===== config.mk =====
export PLATFORM = sky130hd
export DESIGN_NAME = bcd_seq_convert_flat
export DESIGN_NICKNAME = d
export VERILOG_FILES = /design/src/rtl/bcd_seq_if.sv /design/src/rtl/bcd_seq_convert.sv /design/src/flat_wrapper.sv
export SDC_FILE = /design/constraint.sdc
export NUM_CORES = 1
export LEC_CHECK = 0
export CORE_ASPECT_RATIO = 0.9
export CORE_MARGIN = 1.5
export CORE_UTILIZATION = 28
export CTS_CLUSTER_DIAMETER = 120
export DETAILED_ROUTE_END_ITERATION = 10
export HOLD_SLACK_MARGIN = 0.1
export PLACE_DENSITY_LB_ADDON = 0.2
export SLEW_MARGIN = 20
export SYNTH_ARGS = -nofsm -noshare
export SYNTH_HDL_FRONTEND = slang
export SYNTH_SLANG_ARGS = --single-unit
export TNS_END_PERCENT = 10

===== constraint.sdc =====
create_clock -name clk -period 2.4 [get_ports clk]
set_clock_uncertainty 0.2 [all_clocks]
set_input_delay 0.48 -clock clk [delete_from_list [all_inputs] [get_ports clk]]
set_output_delay 0.48 -clock clk [all_outputs]
set_load 0.02 [all_outputs]

===== src/rtl/bcd_seq_if.sv =====
// Handshake and result bundle for the sequential binary-to-BCD converter.
interface bcd_seq_if;
   logic       start;
   logic [9:0] bin_in;
   logic       busy;
   logic       done;
   logic [3:0] hun;
   logic [3:0] ten;
   logic [3:0] one;
   logic       ovf;

   modport master (output start, bin_in, input busy, done, hun, ten, one, ovf);
   modport slave  (input start, bin_in, output busy, done, hun, ten, one, ovf);
endinterface


===== src/rtl/bcd_seq_convert.sv =====
// Sequential 10-bit binary to 3-digit BCD converter (shift-add-3, one bit per clock).
// Optional macro BCD_CLAMP_EN: operands above 999 are clamped to 999 and flagged on ovf.
//
// state   | meaning
// S_IDLE  | waiting for start; latches operand on the accepting edge
// S_SHIFT | one shift-add-3 step per clock while cnt != 0; cnt == 0 publishes result
// S_DONE  | done pulse cycle; returns to S_IDLE
module bcd_seq_convert (
   input  logic      clk,
   input  logic      rst_n,
   bcd_seq_if.slave  bus
);
   localparam logic [1:0] S_IDLE  = 2'd0;
   localparam logic [1:0] S_SHIFT = 2'd1;
   localparam logic [1:0] S_DONE  = 2'd2;

   logic [1:0]  state;
   logic [9:0]  opnd;
   logic [11:0] acc;
   logic [11:0] acc_adj;
   logic [3:0]  cnt;
   logic [9:0]  latch_val;
   logic        busy_q, done_q;
   logic [3:0]  hun_q, ten_q, one_q;
   logic        accept, finish;

   assign accept = (state == S_IDLE) && bus.start;
   assign finish = (state == S_SHIFT) && (cnt == 4'd0);

   // Hundreds nibble is left uncorrected so 1000-1023 read back as hun=A.
   always_comb begin
      acc_adj = acc;
      if (acc[3:0] >= 4'd5) acc_adj[3:0] = acc[3:0] + 4'd3;
      if (acc[7:4] >= 4'd5) acc_adj[7:4] = acc[7:4] + 4'd3;
   end

`ifdef BCD_CLAMP_EN
   logic ovf_pend, ovf_q;

   assign latch_val = (bus.bin_in > 10'd999) ? 10'd999 : bus.bin_in;
   assign bus.ovf   = ovf_q;

   always_ff @(posedge clk or negedge rst_n) begin
      if (!rst_n) begin
         ovf_pend <= 1'b0;
         ovf_q    <= 1'b0;
      end else if (accept) begin
         ovf_pend <= (bus.bin_in > 10'd999);
      end else if (finish) begin
         ovf_q    <= ovf_pend;
      end
   end
`else
   assign latch_val = bus.bin_in;
   assign bus.ovf   = 1'b0;
`endif

   always_ff @(posedge clk or negedge rst_n) begin
      if (!rst_n) begin
         state  <= S_IDLE;
         opnd   <= '0;
         acc    <= '0;
         cnt    <= '0;
         busy_q <= 1'b0;
         done_q <= 1'b0;
         hun_q  <= '0;
         ten_q  <= '0;
         one_q  <= '0;
      end else begin
         case (state)
            S_IDLE: begin
               done_q <= 1'b0;
               if (bus.start) begin
                  opnd   <= latch_val;
                  acc    <= '0;
                  cnt    <= 4'd10;
                  busy_q <= 1'b1;
                  state  <= S_SHIFT;
               end
            end
            S_SHIFT: begin
               if (cnt != 4'd0) begin
                  acc  <= {acc_adj[10:0], opnd[9]};
                  opnd <= {opnd[8:0], 1'b0};
                  cnt  <= cnt - 4'd1;
               end else begin
                  hun_q  <= acc[11:8];
                  ten_q  <= acc[7:4];
                  one_q  <= acc[3:0];
                  done_q <= 1'b1;
                  busy_q <= 1'b0;
                  state  <= S_DONE;
               end
            end
            S_DONE: begin
               done_q <= 1'b0;
               state  <= S_IDLE;
            end
            default: begin
               done_q <= 1'b0;
               busy_q <= 1'b0;
               state  <= S_IDLE;
            end
         endcase
      end
   end

   assign bus.busy = busy_q;
   assign bus.done = done_q;
   assign bus.hun  = hun_q;
   assign bus.ten  = ten_q;
   assign bus.one  = one_q;
endmodule


===== src/flat_wrapper.sv =====
// flat-port wrapper written by rule: the top's interface ports become plain ports
module bcd_seq_convert_flat 
  (clk, rst_n, bus_start, bus_bin_in, bus_busy, bus_done, bus_hun, bus_ten, bus_one, bus_ovf);
  bcd_seq_if bus_i ();
  input  logic clk;
  input  logic rst_n;
  input wire logic [$bits(bus_i.start)-1:0] bus_start;
  input wire logic [$bits(bus_i.bin_in)-1:0] bus_bin_in;
  output wire logic [$bits(bus_i.busy)-1:0] bus_busy;
  output wire logic [$bits(bus_i.done)-1:0] bus_done;
  output wire logic [$bits(bus_i.hun)-1:0] bus_hun;
  output wire logic [$bits(bus_i.ten)-1:0] bus_ten;
  output wire logic [$bits(bus_i.one)-1:0] bus_one;
  output wire logic [$bits(bus_i.ovf)-1:0] bus_ovf;
  assign bus_i.start = bus_start;
  assign bus_i.bin_in = bus_bin_in;
  assign bus_busy = bus_i.busy;
  assign bus_done = bus_i.done;
  assign bus_hun = bus_i.hun;
  assign bus_ten = bus_i.ten;
  assign bus_one = bus_i.one;
  assign bus_ovf = bus_i.ovf;
  bcd_seq_convert u_core (.clk(clk), .rst_n(rst_n), .bus(bus_i));
endmodule

Word level (Yosys, flattened, before mapping)
Index checks and enable logic that the tools add are counted.
{"block": "totals", "register_bits": 42, "latch_bits": 0, "ramBits": 0, "romBits": 0, "in_bits": 13, "elab_cells": 47, "mem_count": 0}
{"block": "op_classes", "n_addsub": 3, "n_mul": 0, "div": 0, "magnitude_cmp": 2, "eq_ne": 5, "shift": 0, "muxes": 19, "bitwise_logic": 2, "reduce_logical": 7}
{"cell": "two-way mux 12 bit", "n": 2}
{"cell": "one-hot mux 12 bit (2 select lines)", "n": 1}
{"cell": "two-way mux 10 bit", "n": 2}
{"cell": "one-hot mux 10 bit (2 select lines)", "n": 1}
{"cell": "two-way mux 4 bit", "n": 4}
{"cell": "adder 4 x 2 -> 4 bit (second input constant)", "n": 2}
{"cell": ">= comparator 4 x 3 -> 1 bit (second input constant)", "n": 2}
{"cell": "one-hot mux 4 bit (2 select lines)", "n": 1}
{"cell": "!= test 2 bit (second input constant)", "n": 3}
{"cell": "AND reduction 3 bit", "n": 2}
{"cell": "two-way mux 1 bit", "n": 4}
{"cell": "two-way mux 2 bit", "n": 2}
{"cell": "one-hot mux 2 bit (2 select lines)", "n": 1}
{"cell": "AND reduction 2 bit", "n": 2}
{"cell": "nonzero test 4 bit", "n": 1}
{"cell": "subtractor 4 x 1 -> 4 bit (second input constant)", "n": 1}
{"cell": "one-hot mux 1 bit (3 select lines)", "n": 1}
{"cell": "== test 2 x 1 -> 1 bit (second input constant)", "n": 1}
{"cell": "== test 2 bit (second input constant)", "n": 1}
{"cell": "logical NOT 2 bit", "n": 1}
{"cell": "inverter 1 bit", "n": 2}
{"cell": "nonzero test 2 bit", "n": 1}

Longest topological paths before layout
{"block": "depth", "ltp_word": 4, "ltp_mapped": 8, "mapped_depth_nobuf": 7}

Least setup slack after synthesis
Ideal clock, no wire load.
{"block": "synth_timing", "path_type": "register to register", "from": "register u_core.cnt[0]", "to": "register u_core.opnd[6]", "setup_time_ns": 0.126, "arrival_ns": 1.598, "t_required_ns": 2.074, "path_slack_ns": 0.476, "stages_incl_launch_ff": 9, "path_cell_list": "dfrtp_1 inv_1 ha_1 or3b_4 a21oi_4 inv_4 buf_6 nor2_1 a31oi_1"}
{"block": "synth_between", "elab_chain_cells": 3}
{"element": "from (decl)", "line": "bcd_seq_convert.sv:21", "source": "logic [3:0] cnt;"}
{"element": "from (signal assigned)", "line": "bcd_seq_convert.sv:85", "source": "cnt <= cnt - 4'd1;"}
{"element": "nonzero test 4 bit", "line": "bcd_seq_convert.sv:82", "source": "if (cnt != 4'd0) begin"}
{"element": "!= test 2 bit (no line)"}
{"element": "AND reduction 3 bit (no line)"}
{"element": "to (signal assigned)", "line": "bcd_seq_convert.sv:74", "source": "opnd <= latch_val;"}
{"element": "to (signal assigned)", "line": "bcd_seq_convert.sv:84", "source": "opnd <= {opnd[8:0], 1'b0};"}
{"element": "to (decl)", "line": "bcd_seq_convert.sv:18", "source": "logic [9:0] opnd;"}
No other way between the ends.
A chain may end at the register's enable or synchronous reset.

Worst setup path in the final report
{"block": "layout_timing", "from": "register u_core.cnt[0]", "to": "register u_core.acc[5]"}
{"block": "layout_between", "elab_chain_cells": 3}
{"element": "nonzero test 4 bit", "line": "bcd_seq_convert.sv:82"}
{"element": "!= test 2 bit (no line)"}
{"element": "AND reduction 3 bit (no line)"}
{"element": "to (signal assigned)", "line": "bcd_seq_convert.sv:83", "source": "acc <= {acc_adj[10:0], opnd[9]};"}
{"element": "to (decl)", "line": "bcd_seq_convert.sv:19", "source": "logic [11:0] acc;"}
No other way between the ends.

==> impl_metrics.ini <==
[setup_path]
worstPathArrival_ns = 2.15
end_kind = flop
critical_path_class = reg -> reg
rrSetupSlack_ns = 0.28
crit_path_start_kind = flop
r2r_start = u_core.cnt[0]$_DFFE_PN0P_
cp_max_fo = 23
setup.worst_path.start = u_core.cnt[0]$_DFFE_PN0P_
r2r-end = u_core.acc[5]$_DFFE_PN0P_
endpoint = u_core.acc[5]$_DFFE_PN0P_
rr_worst_depth = 7
critPathRequiredTime_ns = 2.43

[timing]
whs_ns = 0.283
period_share_pct = 88.4
achievable-frequency_mhz = 472
setup-violations-final = 0
tns_ns = 0
worst_slew_pin_slew_ns = 0.561
hold_violations = 0
fin_crit_ns = 2.12
timing.slew.headroom_pct = 62.5
rsz0062_at_grt = no
maxSlewViolCount = 0

[worst_hold_path]
hold_depth = 2
hold_path_class = reg -> reg

[clock_tree]
clkTransAtPathRegs_ns = 0.09
cts_sinks = 42
clock-root-buffer = clkbuf_8
cts_tree = done
htreeDepth = 2
cts_resized = 0
clk_latency_ns = 0.31
numCtsBuffers = 5
clock_path_buffers = 2

[drt]
drt-total-wl_microns = 3680
first_iter_violations = 62
wl_per_cell_microns = 12.3
vias_per_cell = 4.38
drc = 0
vias = 1310
ant_nets = 0
firstDrtPassIters = 4

[grt]
grt_pass1_wl_microns = 6380
groute.layer.met1.usage_pct = 15.1
antenna_found_initial = 0
first_global_vias = 1326
grt_util_met2_pct = 18.8
grt_max_degree = 43
busiest_layer = met2
overflow = 0
met3_usage_pct = 3.19
track_usage_pct = 12.1

[run_status]
status = complete, no violations

[placement]
dpl_cell_area_sq_um = 2250
place.gp.congestion = 0.748
port_buffers = 26
dp_hpwl_microns = 2590

[die]
rows = 28
die_area_sq_um = 7200
core_sq_um = 6520
start_util_pct = 28.8
pin_count = 28
die_w_microns = 89.3
fp.dieH_microns = 80.7

[yosys]
synth.net_count = 193
synth_cell_type_count = 34
synthesis.area_sq_um = 1880
synth_edf_count = 0
ys_top_cells_by_count = 42 x dfrtp_1, 31 x nand2_1, 14 x nor2_1
synth-seq-cells = 42
synth.largest_area_cell = dfrtp_1
postSynthCellCount = 174
yosysWarnings = 0
synthArstFlopShare_pct = 100
syn_avg_cell_area_sq_um = 10.8
yosysMostFrequentCell = dfrtp_1
synth_area_leaders = dfrtp_1 56%, nand2_1 6.2%, mux2_2 4.2%
synth_top_area_share_pct = 56.0
ys_seq_area_share_pct = 56.0
synth_ff_type = dfrtp_1

[pwr]
p_leak_uw = 0.00106
p_per_area_nw_per_um2 = 1350
clkPwrFrac_pct = 14.5
p_int_uw = 1910
power_frac_comb_pct = 46.7
netSwitchingFraction_pct = 39.9
power_uw = 3170
vdd_drop_max_uv = 317
pwr-share-seq_pct = 38.7
p_sw_uw = 1270

[flow_run]
maxCapViolations = 0

[cells_and_area]
nets = 227
drive_above_1_share_pct = 14.4
finalInstanceArea_sq_um = 2350
num-fill-cells = 681
area_growth_pct = 25.3
num_antenna_cells = 0
power by group through the flow:
stage                     Sequential [uW]  Clock, uW  Combinational (uW)
after detailed placement             1240          0                1510
after global placement               1240          0                1490
after floorplan                      1310          0                 953
after global routing                 1270        509                1680
final                                1230        462                1480
after CTS                            1230        487                1520
state kept, by name, indices dropped and copies added (netlist names):
register	flops
u_core.bus.done	1
u_core.bus.busy	1
u_core.bus.ten	4
u_core.acc	12
u_core.cnt	4
u_core.bus.one	4
u_core.opnd	10
u_core.state	2
u_core.bus.hun	4
cell usage in the layout, fill, tap and decap left out, types with 2 or more instances in the layout:
cell type | synthesis | routed
xor2_1 | 3 | 3
nand3_1 | 2 | 2
a31oi_1 | 9 | 9
mux2_2 | 7 | 7
nor3_1 | 2 | 2
o21ai_0 | 10 | 10
xnor2_1 | 2 | 2
nor3b_1 | 2 | 2
buf_4 | 1 | 7
nand2b_1 | 3 | 3
dfrtp_1 | 42 | 42
nand2_1 | 31 | 31
ha_1 | 6 | 6
o32ai_1 | 2 | 2
clkbuf_8 | 0 | 5
o22ai_2 | 2 | 2
nor2_1 | 14 | 14
a21oi_1 | 3 | 3
a22o_1 | 5 | 5
mux2i_1 | 3 | 3
inv_1 | 8 | 8
clkdlybuf4s50_1 | 0 | 25
logic make-up after synthesis:
group / count (synthesis) / synth area share [%]
buf+inv: 16 / 4.40
other cells: 1 / 0.200
flops: 42 / 56.0
mux: 10 / 5.80
simple gates: 57 / 13.3
fa+ha+maj: 6 / 4.00
xor+xnor: 5 / 2.33
compound gates: 37 / 14.0
stage by stage:
step | std cells | setup slack [ns] | utilization, %
detailed placement | 290 | 0.169 | 34.5
floorplan | 174 | 0.476 | -
finish | 299 | 0.279 | 36.1
global placement | 290 | 0.174 | 34.5
global route | 299 | 0.125 | 36.1
CTS | 299 | 0.256 | 36.1
how the worst min path moves through the flow:
stage	startpoint	end	slack (ns)
CTS	u_core.bus.one[1]$_DFFE_PN0P_	u_core.bus.one[1]$_DFFE_PN0P_	0.29
global placement	u_core.bus.one[1]$_DFFE_PN0P_	u_core.bus.one[1]$_DFFE_PN0P_	0.26
finish	u_core.bus.one[1]$_DFFE_PN0P_	u_core.bus.one[1]$_DFFE_PN0P_	0.28
global route	u_core.cnt[0]$_DFFE_PN0P_	u_core.cnt[0]$_DFFE_PN0P_	0.31
detailed placement	u_core.bus.one[1]$_DFFE_PN0P_	u_core.bus.one[1]$_DFFE_PN0P_	0.27
floorplan	rst_n	u_core.acc[0]$_DFFE_PN0P_	-0.02
cell type report:
cell class / instances / area, sq um / area share (%)
inverters: 9 / 36.3 / 1.54
well taps: 90 / 113 / 4.79
repair buffers: 34 / 318 / 13.5
multi-input cells: 116 / 743 / 31.6
clock buffers: 5 / 68.8 / 2.93
clock inverters: 3 / 21.3 / 0.905
flip-flops and latches: 42 / 1050 / 44.7
worst max-delay path, stage by stage (launching register included):
cell and delay (ns):
dfrtp_1 0.42, inv_1 0.09, ha_1 0.15, or3b_4 0.41, a21oi_4 0.30, inv_4 0.16, buf_4 0.19, o22ai_2 0.13
per-layer routing:
layer / vias to the layer above / share of wire (%)
met3: 8 / 3.7
met4: 0 / 2.3
met5: - / 0
li1: 660 / -
met1: 618 / 49
met2: 24 / 45
what timing repair did:
| item | CTS | global route |
|---|---|---|
| setup buffers | 0 | 0 |
| hold endpoints to repair | 42 | 0 |
| hold buffers | 1 | 0 |
No activity file was read; power rests on OpenSTA's default activity.
